File: src/rtl/vslc_pkg.sv
// Shared types and constants for the VSLC process-image front end.
package vslc_pkg;

  localparam int SCAN_CNT_W = 16;

  typedef enum logic [1:0] {
    ST_IDLE   = 2'd0,
    ST_LATCH  = 2'd1,
    ST_RUN    = 2'd2,
    ST_COMMIT = 2'd3
  } scan_state_e;

endpackage

File: src/rtl/vslc_io_image_if.sv
// Core-facing scan bus: the core drives scan control and output writes,
// the I/O image returns the latched input images and scan status.
interface vslc_io_image_if #(
  parameter int IN_W  = 8,
  parameter int OUT_W = 8
);

  logic             scan_start;
  logic             scan_done;
  logic             out_wr;
  logic [OUT_W-1:0] out_data;
  logic [IN_W-1:0]  img_in;
  logic [IN_W-1:0]  img_rise;
  logic [IN_W-1:0]  img_fall;
  logic             img_valid;
  logic             busy;

  modport master (
    output scan_start, scan_done, out_wr, out_data,
    input  img_in, img_rise, img_fall, img_valid, busy
  );

  modport slave (
    input  scan_start, scan_done, out_wr, out_data,
    output img_in, img_rise, img_fall, img_valid, busy
  );

endinterface

File: src/rtl/vslc_debounce.sv
// One input channel: SYNC_STAGES-deep synchroniser followed by a counter
// debouncer that accepts a new level after DEB_MAX consecutive synced cycles.
module vslc_debounce #(
  parameter int SYNC_STAGES = 2,
  parameter int DEB_BITS    = 4
) (
  input  logic clk,
  input  logic rst_n,
  input  logic raw,
  output logic stable
);

  localparam logic [DEB_BITS-1:0] DEB_LAST = DEB_BITS'((1 << DEB_BITS) - 2);

  logic [SYNC_STAGES-1:0] sync_q, sync_d;
  logic [DEB_BITS-1:0]    cnt_q, cnt_d;
  logic                   stable_q, stable_d;
  logic                   synced;

  assign synced = sync_q[SYNC_STAGES-1];

  always_comb begin
    sync_d   = {sync_q[SYNC_STAGES-2:0], raw};
    cnt_d    = cnt_q;
    stable_d = stable_q;
    if (synced == stable_q) begin
      cnt_d = '0;
    end else if (cnt_q == DEB_LAST) begin
      stable_d = synced;
      cnt_d    = '0;
    end else begin
      cnt_d = cnt_q + DEB_BITS'(1);
    end
  end

  always_ff @(posedge clk or negedge rst_n) begin
    if (!rst_n) begin
      sync_q   <= '0;
      cnt_q    <= '0;
      stable_q <= 1'b0;
    end else begin
      sync_q   <= sync_d;
      cnt_q    <= cnt_d;
      stable_q <= stable_d;
    end
  end

  assign stable = stable_q;

endmodule

File: src/rtl/vslc_io_image.sv
// Scan-cycle process image: debounced input images latched at scan start,
// staged outputs committed at scan end. Optional watchdog via VSLC_WDOG_EN.
module vslc_io_image
  import vslc_pkg::*;
#(
  parameter int               IN_W        = 8,
  parameter int               OUT_W       = 8,
  parameter int               SYNC_STAGES = 2,
  parameter int               DEB_BITS    = 4,
  parameter int               WDOG_W      = 12,
  parameter logic [OUT_W-1:0] SAFE_VAL    = '0
) (
  input  logic                  clk,
  input  logic                  rst_n,
  input  logic                  ena,
  input  logic [IN_W-1:0]       in_raw,
  vslc_io_image_if.slave        core,
  output logic [OUT_W-1:0]      out_pins,
  output logic [SCAN_CNT_W-1:0] scan_count,
  output logic                  overrun,
  output logic                  fault
);

  scan_state_e           state_q, state_d;
  logic [IN_W-1:0]       stable;
  logic [IN_W-1:0]       img_in_q, img_in_d;
  logic [IN_W-1:0]       img_rise_q, img_rise_d;
  logic [IN_W-1:0]       img_fall_q, img_fall_d;
  logic [OUT_W-1:0]      out_stage_q, out_stage_d;
  logic [OUT_W-1:0]      out_pins_q, out_pins_d;
  logic [SCAN_CNT_W-1:0] scan_count_q, scan_count_d;
  logic                  overrun_q, overrun_d;
  logic                  img_valid;
  logic                  busy;
  logic                  wdog_trip;

  for (genvar i = 0; i < IN_W; i++) begin : gen_ch
    vslc_debounce #(
      .SYNC_STAGES (SYNC_STAGES),
      .DEB_BITS    (DEB_BITS)
    ) u_deb (
      .clk    (clk),
      .rst_n  (rst_n),
      .raw    (in_raw[i]),
      .stable (stable[i])
    );
  end

`ifdef VSLC_WDOG_EN
  // Trip on the edge where the RUN-cycle count would reach its all-ones value.
  localparam logic [WDOG_W-1:0] WDOG_LAST = WDOG_W'((1 << WDOG_W) - 2);

  logic [WDOG_W-1:0] wdog_q, wdog_d;
  logic              fault_q, fault_d;

  always_comb begin
    wdog_d  = wdog_q;
    fault_d = fault_q;
    if (state_q == ST_LATCH) begin
      wdog_d = '0;
    end else if (state_q == ST_RUN) begin
      wdog_d = wdog_q + WDOG_W'(1);
    end
    wdog_trip = (state_q == ST_RUN) && !core.scan_done && (wdog_q == WDOG_LAST);
    if (wdog_trip) begin
      fault_d = 1'b1;
    end
  end

  always_ff @(posedge clk or negedge rst_n) begin
    if (!rst_n) begin
      wdog_q  <= '0;
      fault_q <= 1'b0;
    end else begin
      wdog_q  <= wdog_d;
      fault_q <= fault_d;
    end
  end

  assign fault = fault_q;
`else
  assign wdog_trip = 1'b0;
  assign fault     = 1'b0;
`endif

  always_ff @(posedge clk or negedge rst_n) begin
    if (!rst_n) begin
      state_q <= ST_IDLE;
    end else begin
      state_q <= state_d;
    end
  end

  always_comb begin
    state_d = state_q;
    case (state_q)
      ST_IDLE: begin
        if (core.scan_start && ena) begin
          state_d = ST_LATCH;
        end
      end
      ST_LATCH: state_d = ST_RUN;
      ST_RUN: begin
        if (core.scan_done) begin
          state_d = ST_COMMIT;
        end else if (wdog_trip) begin
          state_d = ST_IDLE;
        end
      end
      ST_COMMIT: state_d = ST_IDLE;
      default:   state_d = ST_IDLE;
    endcase
  end

  always_comb begin
    img_valid = (state_q == ST_RUN);
    busy      = (state_q != ST_IDLE);
  end

  // Edge images compare against the image latched by the previous scan.
  always_comb begin
    img_in_d     = img_in_q;
    img_rise_d   = img_rise_q;
    img_fall_d   = img_fall_q;
    out_stage_d  = out_stage_q;
    out_pins_d   = out_pins_q;
    scan_count_d = scan_count_q;
    overrun_d    = overrun_q | (core.scan_start && busy);

    if (state_q == ST_LATCH) begin
      img_in_d   = stable;
      img_rise_d = stable & ~img_in_q;
      img_fall_d = ~stable & img_in_q;
    end

    if ((state_q == ST_RUN) && core.out_wr) begin
      out_stage_d = core.out_data;
    end

    if (state_q == ST_COMMIT) begin
      out_pins_d   = out_stage_q;
      scan_count_d = scan_count_q + SCAN_CNT_W'(1);
    end

    if (wdog_trip) begin
      out_stage_d = SAFE_VAL;
      out_pins_d  = SAFE_VAL;
    end
  end

  always_ff @(posedge clk or negedge rst_n) begin
    if (!rst_n) begin
      img_in_q     <= '0;
      img_rise_q   <= '0;
      img_fall_q   <= '0;
      out_stage_q  <= '0;
      out_pins_q   <= '0;
      scan_count_q <= '0;
      overrun_q    <= 1'b0;
    end else begin
      img_in_q     <= img_in_d;
      img_rise_q   <= img_rise_d;
      img_fall_q   <= img_fall_d;
      out_stage_q  <= out_stage_d;
      out_pins_q   <= out_pins_d;
      scan_count_q <= scan_count_d;
      overrun_q    <= overrun_d;
    end
  end

  assign core.img_in    = img_in_q;
  assign core.img_rise  = img_rise_q;
  assign core.img_fall  = img_fall_q;
  assign core.img_valid = img_valid;
  assign core.busy      = busy;
  assign out_pins       = out_pins_q;
  assign scan_count     = scan_count_q;
  assign overrun        = overrun_q;

endmodule

File: src/flat_wrapper.sv
// flat-port wrapper written by rule: the top's interface ports become plain ports
module vslc_io_image_flat import vslc_pkg::*;
#(
  parameter int               IN_W        = 8,
  parameter int               OUT_W       = 8,
  parameter int               SYNC_STAGES = 2,
  parameter int               DEB_BITS    = 4,
  parameter int               WDOG_W      = 12,
  parameter logic [OUT_W-1:0] SAFE_VAL    = '0
)
  (clk, rst_n, ena, in_raw, out_pins, scan_count, overrun, fault, core_scan_start, core_scan_done, core_out_wr, core_out_data, core_img_in, core_img_rise, core_img_fall, core_img_valid, core_busy);
  vslc_io_image_if #(.IN_W(IN_W), .OUT_W(OUT_W)) core_i ();
  input  logic clk;
  input  logic rst_n;
  input  logic ena;
  input  logic [IN_W-1:0] in_raw;
  output logic [OUT_W-1:0] out_pins;
  output logic [SCAN_CNT_W-1:0] scan_count;
  output logic overrun;
  output logic fault;
  input wire logic [$bits(core_i.scan_start)-1:0] core_scan_start;
  input wire logic [$bits(core_i.scan_done)-1:0] core_scan_done;
  input wire logic [$bits(core_i.out_wr)-1:0] core_out_wr;
  input wire logic [$bits(core_i.out_data)-1:0] core_out_data;
  output wire logic [$bits(core_i.img_in)-1:0] core_img_in;
  output wire logic [$bits(core_i.img_rise)-1:0] core_img_rise;
  output wire logic [$bits(core_i.img_fall)-1:0] core_img_fall;
  output wire logic [$bits(core_i.img_valid)-1:0] core_img_valid;
  output wire logic [$bits(core_i.busy)-1:0] core_busy;
  assign core_i.scan_start = core_scan_start;
  assign core_i.scan_done = core_scan_done;
  assign core_i.out_wr = core_out_wr;
  assign core_i.out_data = core_out_data;
  assign core_img_in = core_i.img_in;
  assign core_img_rise = core_i.img_rise;
  assign core_img_fall = core_i.img_fall;
  assign core_img_valid = core_i.img_valid;
  assign core_busy = core_i.busy;
  vslc_io_image #(.IN_W(IN_W), .OUT_W(OUT_W), .SYNC_STAGES(SYNC_STAGES), .DEB_BITS(DEB_BITS), .WDOG_W(WDOG_W), .SAFE_VAL(SAFE_VAL)) u_core (.clk(clk), .rst_n(rst_n), .ena(ena), .in_raw(in_raw), .core(core_i), .out_pins(out_pins), .scan_count(scan_count), .overrun(overrun), .fault(fault));
endmodule
File: config.mk
export PLATFORM = sky130hd
export DESIGN_NAME = vslc_io_image_flat
export DESIGN_NICKNAME = d
export VERILOG_FILES = /design/src/rtl/vslc_pkg.sv /design/src/rtl/vslc_io_image_if.sv /design/src/rtl/vslc_debounce.sv /design/src/rtl/vslc_io_image.sv /design/src/flat_wrapper.sv
export SDC_FILE = /design/constraint.sdc
export NUM_CORES = 1
export LEC_CHECK = 0
export CAP_MARGIN = 20
export CORE_MARGIN = 2
export CORE_UTILIZATION = 48
export CTS_CLUSTER_DIAMETER = 40
export DETAILED_ROUTE_END_ITERATION = 10
export GPL_TIMING_DRIVEN = 1
export PLACE_DENSITY_LB_ADDON = 0.2
export SYNTH_ARGS = -nofsm -noshare
export SYNTH_HDL_FRONTEND = slang
export SYNTH_SLANG_ARGS = --single-unit
File: constraint.sdc
create_clock -name clk -period 1.6 [get_ports clk]
set_clock_uncertainty 0.05 [all_clocks]
set_input_delay 0.16 -clock clk [delete_from_list [all_inputs] [get_ports clk]]
set_output_delay 0.16 -clock clk [all_outputs]
set_load 0.01 [all_outputs]
=== Word-level counts from Yosys, hierarchy flattened ===
Cells that the tools add are included.

* Bitwise operators: 13
* Equality and inequality tests: 21
* Add/subtract/negate cells: 9
* Muxes and demuxes: 19
* Reductions and logical operators: 14

{| class="wikitable"
|+ Operators with widths
! kind !! count
|-
| 4-bit two-way mux || 16
|-
| 4-bit by 1-bit adder with 4-bit output, second input constant || 8
|-
| 4-bit == test, second input constant || 8
|-
| 2-bit AND reduction || 9
|-
| 16-bit by 1-bit adder with 16-bit output, second input constant || 1
|-
| 8-bit AND || 2
|-
| 8-bit NOT || 2
|-
| 1-bit == test || 8
|-
| 1-bit NOT || 8
|-
| 2-bit one-hot mux with 4 select lines || 1
|-
| 2-bit == test, second input constant || 2
|-
| 2-bit two-way mux || 2
|-
| 1-bit logical AND || 3
|-
| 2-bit by 1-bit == test with 1-bit output, second input constant || 1
|-
| 2-bit logical NOT || 1
|-
| 2-bit by 1-bit inequality test with 1-bit output, second input constant || 1
|-
| 2-bit inequality test, second input constant || 1
|-
| 2-bit nonzero test || 1
|-
| 1-bit bitwise OR || 1
|}

* Flip-flop bits (word level): 115
* Bits of input ports: 22
* Output and inout bits: 52

=== Logic depth before layout (Yosys ltp) ===
* Word-level depth: 3
* Depth in mapped cells: 5

=== Hierarchy ===
From an unflattened synthesis, not the netlist that was laid out.

* Cell total of the unflattened synthesis: 362
* Area, all modules: 4700.8 µm²

{| class="wikitable"
|+ Modules (own cells, without submodules)
! module !! cells an instance !! instances !! area each (µm²) !! seq. area each (µm²)
|-
| vslc_io_image || 194 || 1 || 2468.6 || 1476.4
|-
| vslc_debounce || 21 || 8 || 279.0 || 175.2
|}

=== Least setup slack after synthesis ===
OpenSTA, ideal clock, no wires.

* Kind: register -> register
* Start: register u_core.scan_count_q[0] (netlist: u_core.scan_count[0])
* End: register u_core.scan_count_q[12] (netlist: u_core.scan_count[12])
* Cell stages (with the launch flop): 5
* Data arrival time: 1.422 ns
* Period minus slack after synthesis: 1.600 ns
* Buffers on the path: 0
* Data required time: 1.422 ns
* Path slack: 0.000 ns
* Setup time: 0.128 ns
* Path through: dfrtp_1 ha_1 nand4_2 or4_4 xnor2_2

* Cells in the longest elaborated chain, start to end: 1

{| class="wikitable"
|+ RTL lines
! item !! RTL line !! text
|-
| start: declaration || vslc_io_image.sv:31 || <nowiki>logic [SCAN_CNT_W-1:0] scan_count_q, scan_count_d;</nowiki>
|-
| start signal: assignment || vslc_io_image.sv:166 || <nowiki>scan_count_q <= scan_count_d;</nowiki>
|-
| 16-bit by 1-bit adder with 16-bit output || vslc_io_image.sv:142 || <nowiki>scan_count_d = scan_count_q + SCAN_CNT_W'(1);</nowiki>
|}

No other way between the ends.
A chain may end at the register's enable or synchronous reset.

=== Worst setup path in the final report ===
* Start: register u_core.state_q[1]
* End: register u_core.scan_count_q[12] (netlist: u_core.scan_count[12])

* Cells in the longest elaborated chain, start to end: 1

{| class="wikitable"
|+ RTL lines
! item !! RTL line !! text
|-
| start: declaration || vslc_io_image.sv:24 || <nowiki>scan_state_e state_q, state_d;</nowiki>
|-
| start signal: assignment || vslc_io_image.sv:90 || <nowiki>state_q <= state_d;</nowiki>
|-
| 2-bit == test || vslc_io_image.sv:140 || <nowiki>if (state_q == ST_COMMIT) begin</nowiki>
|}

No other way between the ends.

==> flow_results.org <==
** Timing
- Worst-case hold slack :: 0.0428 ns
- Number of max-slew violations in the final report :: 0
- The number of hold violations in the final report was 0.
- Setup repair after global routing missed its margin :: yes
- Timing would allow up to 0.615 GHz.
- For the finished layout, the period the worst path requires is 1.63 ns.
- Smallest setup slack after layout :: -0.0258 ns
- Final worst path period share :: 102%
- Final setup fails :: 2

** Worst setup path
- The critical path is of the reg -> reg type.
- STA classifies the critical path endpoint as a register.
- Required time worst endpoint :: 1.94 ns
- Worst-path fanout max :: 3
- Worst endpoint data arrival time :: roughly 2 ns
- STA classifies the critical path startpoint as a register.

** Floorplanning
- Width of the chip :: 103 um
- Pin placement for this block handled 74 I/O pins.
- Total core area :: 9330 um^2
- For this configuration, the core starts out at a cell density of ~50%.
- Core Rows :: 35
- In this run the vertical extent of the chip is 103 um.
- The floorplan step defined a die boundary enclosing 10500 um^2.

** Clock tree
- The clock reaches the later pin of the worst-skew pair after between 0.5 and 0.6 ns.
- H-tree lvl count :: 4
- Counting the buffers created by CTS gives 17.
- Clock tree from TritonCTS :: done
- No sink is reached through more buffers than the 2 on the longest clock path.
- CTS placed an instance of clkbuf_8 at the clock tree root.
- Clock edge transition at the registers on the reported setup and hold paths :: 0.06 ns
- The clock drives roughly 120 sinks.

** Synth
- Summing the sequential cell areas from Yosys gives 61.8% of the chip area.
- Top flip-flop cell by instance count after synthesis :: dfrtp_1
- Number of distinct standard cells referenced by the synthesized netlist :: 29
- Synthesis produced a netlist with a net count of 410.
- Counting every instance in the synthesized netlist gives 366.
- In this run the biggest area consumer among cell types represents 61.8% of the synthesized area.
- For this run, asynchronously set or reset flops after synthesis account for 100%.
- Yosys printed 0 warnings.
- Sorting the synthesized cells by how often they occur yields 115 x dfrtp_1, 34 x mux2_2, 33 x nor2_1.
- Number of enable flip-flop cells after synthesis :: 0
- The synthesized netlist occupies a cell area of 4660 um^2.
- Most area-hungry cell type in the Yosys netlist :: dfrtp_1
- A synthesized cell averages 12.7 um^2.
- Area contributors post-synth :: dfrtp_1 62%, mux2_2 8.2%, ha_1 5.9%, xor2_1 3.8%, xnor2_1 3.4%
- dfrtp_1 is the most common cell in the netlist.
- After synthesis the netlist holds a flip-flop and latch count of 115.

** Pwr
- Total net switching power :: 2.58 mW
- Sequential fraction of design power :: 37.2%
- In this run the power density over the cells is 1490 nW/um^2.
- VDD sags by at most 1.07 mV.
- Combinational share of power :: 21.9%
- For this design the static power due to leakage is 3.15 nW.
- Switching portion of total power :: between 20% and 30%
- The clock network accounts for roughly two fifths of the total power.
- P_int :: approximately 7.0 mW

** Layout
- The number of antenna diodes in the final layout is 0.
- Number of standard cells in the final layout excluding fillers :: 618
- Number of nets at the end of the flow :: 520
- In the final layout, the share of cells above drive strength 1 is ~22%.
- Layout-stage area growth over the synthesis result :: 38.0%
- Final Util :: 68.9%

** Routing
- 1st-pass router iterations :: 4
- For this block, the via count after detailed routing is 3004.
- The detailed router finished its first iteration with between 70 and 80 violations.
- DR DRC count :: 0
- Wires add up to 8.44 mm.
- Remaining antenna violation count after routing :: 0
- Vias per cell :: 4.86
- Wirelength per Cell :: 13.7 um

** Global routing
- The initial antenna violation count is 0.
- Wire length of the first global-routing pass :: 14.5 mm
- Entering global routing, the biggest net connects 41 pins.
- Total congestion overflow after global routing :: 0
- Vias in the first global route :: 3192
- Global routing consumed, over all layers together, 18.1% of the routing resources.

** Place
- At the end of routability-driven placement, the weighted congestion stood at 0.728.
- Post-DP HPWL :: 5.38 mm
- Count of buffers from port buffering :: just over 70
- At the placement stage, the worst setup path has a slack of -0.00705 ns.
- Inst Count DP :: 573

** Flow run
- Max-cap violations in this run came to 0.

** Outcome
- Violated checks :: setup timing
- Run status :: finished, violations left

** Hold path
- Min-Delay Path Class :: in -> reg
## state kept, by name (all words and copies together), names as in the netlist
name and cells:
u_core.core.img_rise 8, u_core.out_stage_q 8, u_core.state_q 2, u_core.out_pins 8, u_core.gen_ch.u_deb.cnt_q 32, u_core.gen_ch.u_deb.stable 8
u_core.core.img_in 8, u_core.scan_count 16, u_core.core.img_fall 8, u_core.overrun 1, u_core.gen_ch.u_deb.sync_q 16
## per-stage QoR
stage | area (um^2) | power [mW] | setup TNS (ns)
floorplan | 4660 | 4.55 | 0
global placement | 5660 | 5.41 | 0
detailed placement | 5660 | 5.47 | -0.00705
CTS | 6310 | 9.41 | -0.324
global route | 6430 | 10.0 | -0.262
finish | 6430 | 9.57 | -0.0263
## power by group through the flow
stage	registers (mW)	clock network (mW)	logic, mW
final	3.56	3.91	2.10
after detailed placement	3.59	0	1.88
after CTS	3.54	3.99	1.87
after global routing	3.61	4.13	2.29
after global placement	3.58	0	1.83
after floorplan	3.66	0	0.887
## worst paths after layout
kind | from | to | slack (ns) | depth (start not counted)
min in group asynchronous | rst_n | u_core.gen_ch[5].u_deb.cnt_q[2] | 0.10 | 2
hold reg to reg | u_core.gen_ch[6].u_deb.sync_q[0] | u_core.gen_ch[6].u_deb.sync_q[1] | 0.30 | 0
setup / recovery | u_core.state_q[1] | u_core.scan_count[12] | -0.03 | 5
setup reg to reg | u_core.state_q[1] | u_core.scan_count[12] | -0.03 | 5
max in group asynchronous | rst_n | u_core.scan_count[8] | 0.85 | 3
hold / removal | in_raw[5] | u_core.gen_ch[5].u_deb.sync_q[0] | 0.04 | 1
## repair_timing
item | 4_1_cts | 5_1_grt
hold buffers | 1 | 0
setup buffers | 5 | 7
pin swaps | 0 | 5
cloned | 0 | 0
gates resized for setup | 67 | 19
setup endpoints to repair | 52 | 11
hold endpoints to repair | 115 | 0
## cells by family after synthesis
logic type / after synthesis / share of synthesized area [%]
flip-flops: 115 / 61.8
other: 1 / 0.0805
multiplexers: 34 / 8.22
AND/OR/NAND/NOR: 99 / 11.1
XOR/XNOR: 39 / 7.50
AO/OA/AOI/OAI: 20 / 2.36
buffers and inverters: 36 / 3.01
adder cells (fa/ha/maj): 22 / 5.91
## cell type report
type / instances / area (um^2)
Clock inverter: 14 / 205
Timing Repair Buffer: 97 / 928
Sequential cell: 115 / 2880
Inverter: 30 / 120
Tap cell: 129 / 161
Fill cell: 693 / 2900
Multi-Input combinational cell: 215 / 1710
Clock buffer: 18 / 418
## worst max-delay path: stages, from the launching register on
cell and delay, ns:
dfrtp_1 0.38, buf_6 0.13, ha_4 0.15, nand4_4 0.09
or4_4 0.56, xnor2_2 0.14
## cell usage in the layout (no fill, tap or decap), types with 4 or more instances in the layout
master             n
buf_12             5
buf_4             16
buf_6              6
bufinv_16          4
clkbuf_16         16
clkdlybuf4s50_1   20
clkinv_4           6
dfrtp_1          111
dfrtp_2            4
dlygate4sd2_1     48
ha_1              18
inv_1             27
mux2_2            34
nand2_1           13
nand3_1           20
nand3b_1          16
nand4_1            7
nor2_1            33
o21ai_0           16
xnor2_1           18
xor2_1            20
## per-layer routing
| layer | up-vias | wire length [um] | GRT usage, % | part of all wire, % |
|---|---|---|---|---|
| li1 | 1448 | - | - | - |
| met4 | 0 | 76 | 6.77 | 0.90 |
| met2 | 67 | 4160 | 30.0 | 49 |
| met5 | - | 0 | 0 | 0 |
| met3 | 7 | 422 | 5.90 | 5.0 |
| met1 | 1482 | 3780 | 22.3 | 45 |
Note: power is estimated with default switching activity, not from simulation.
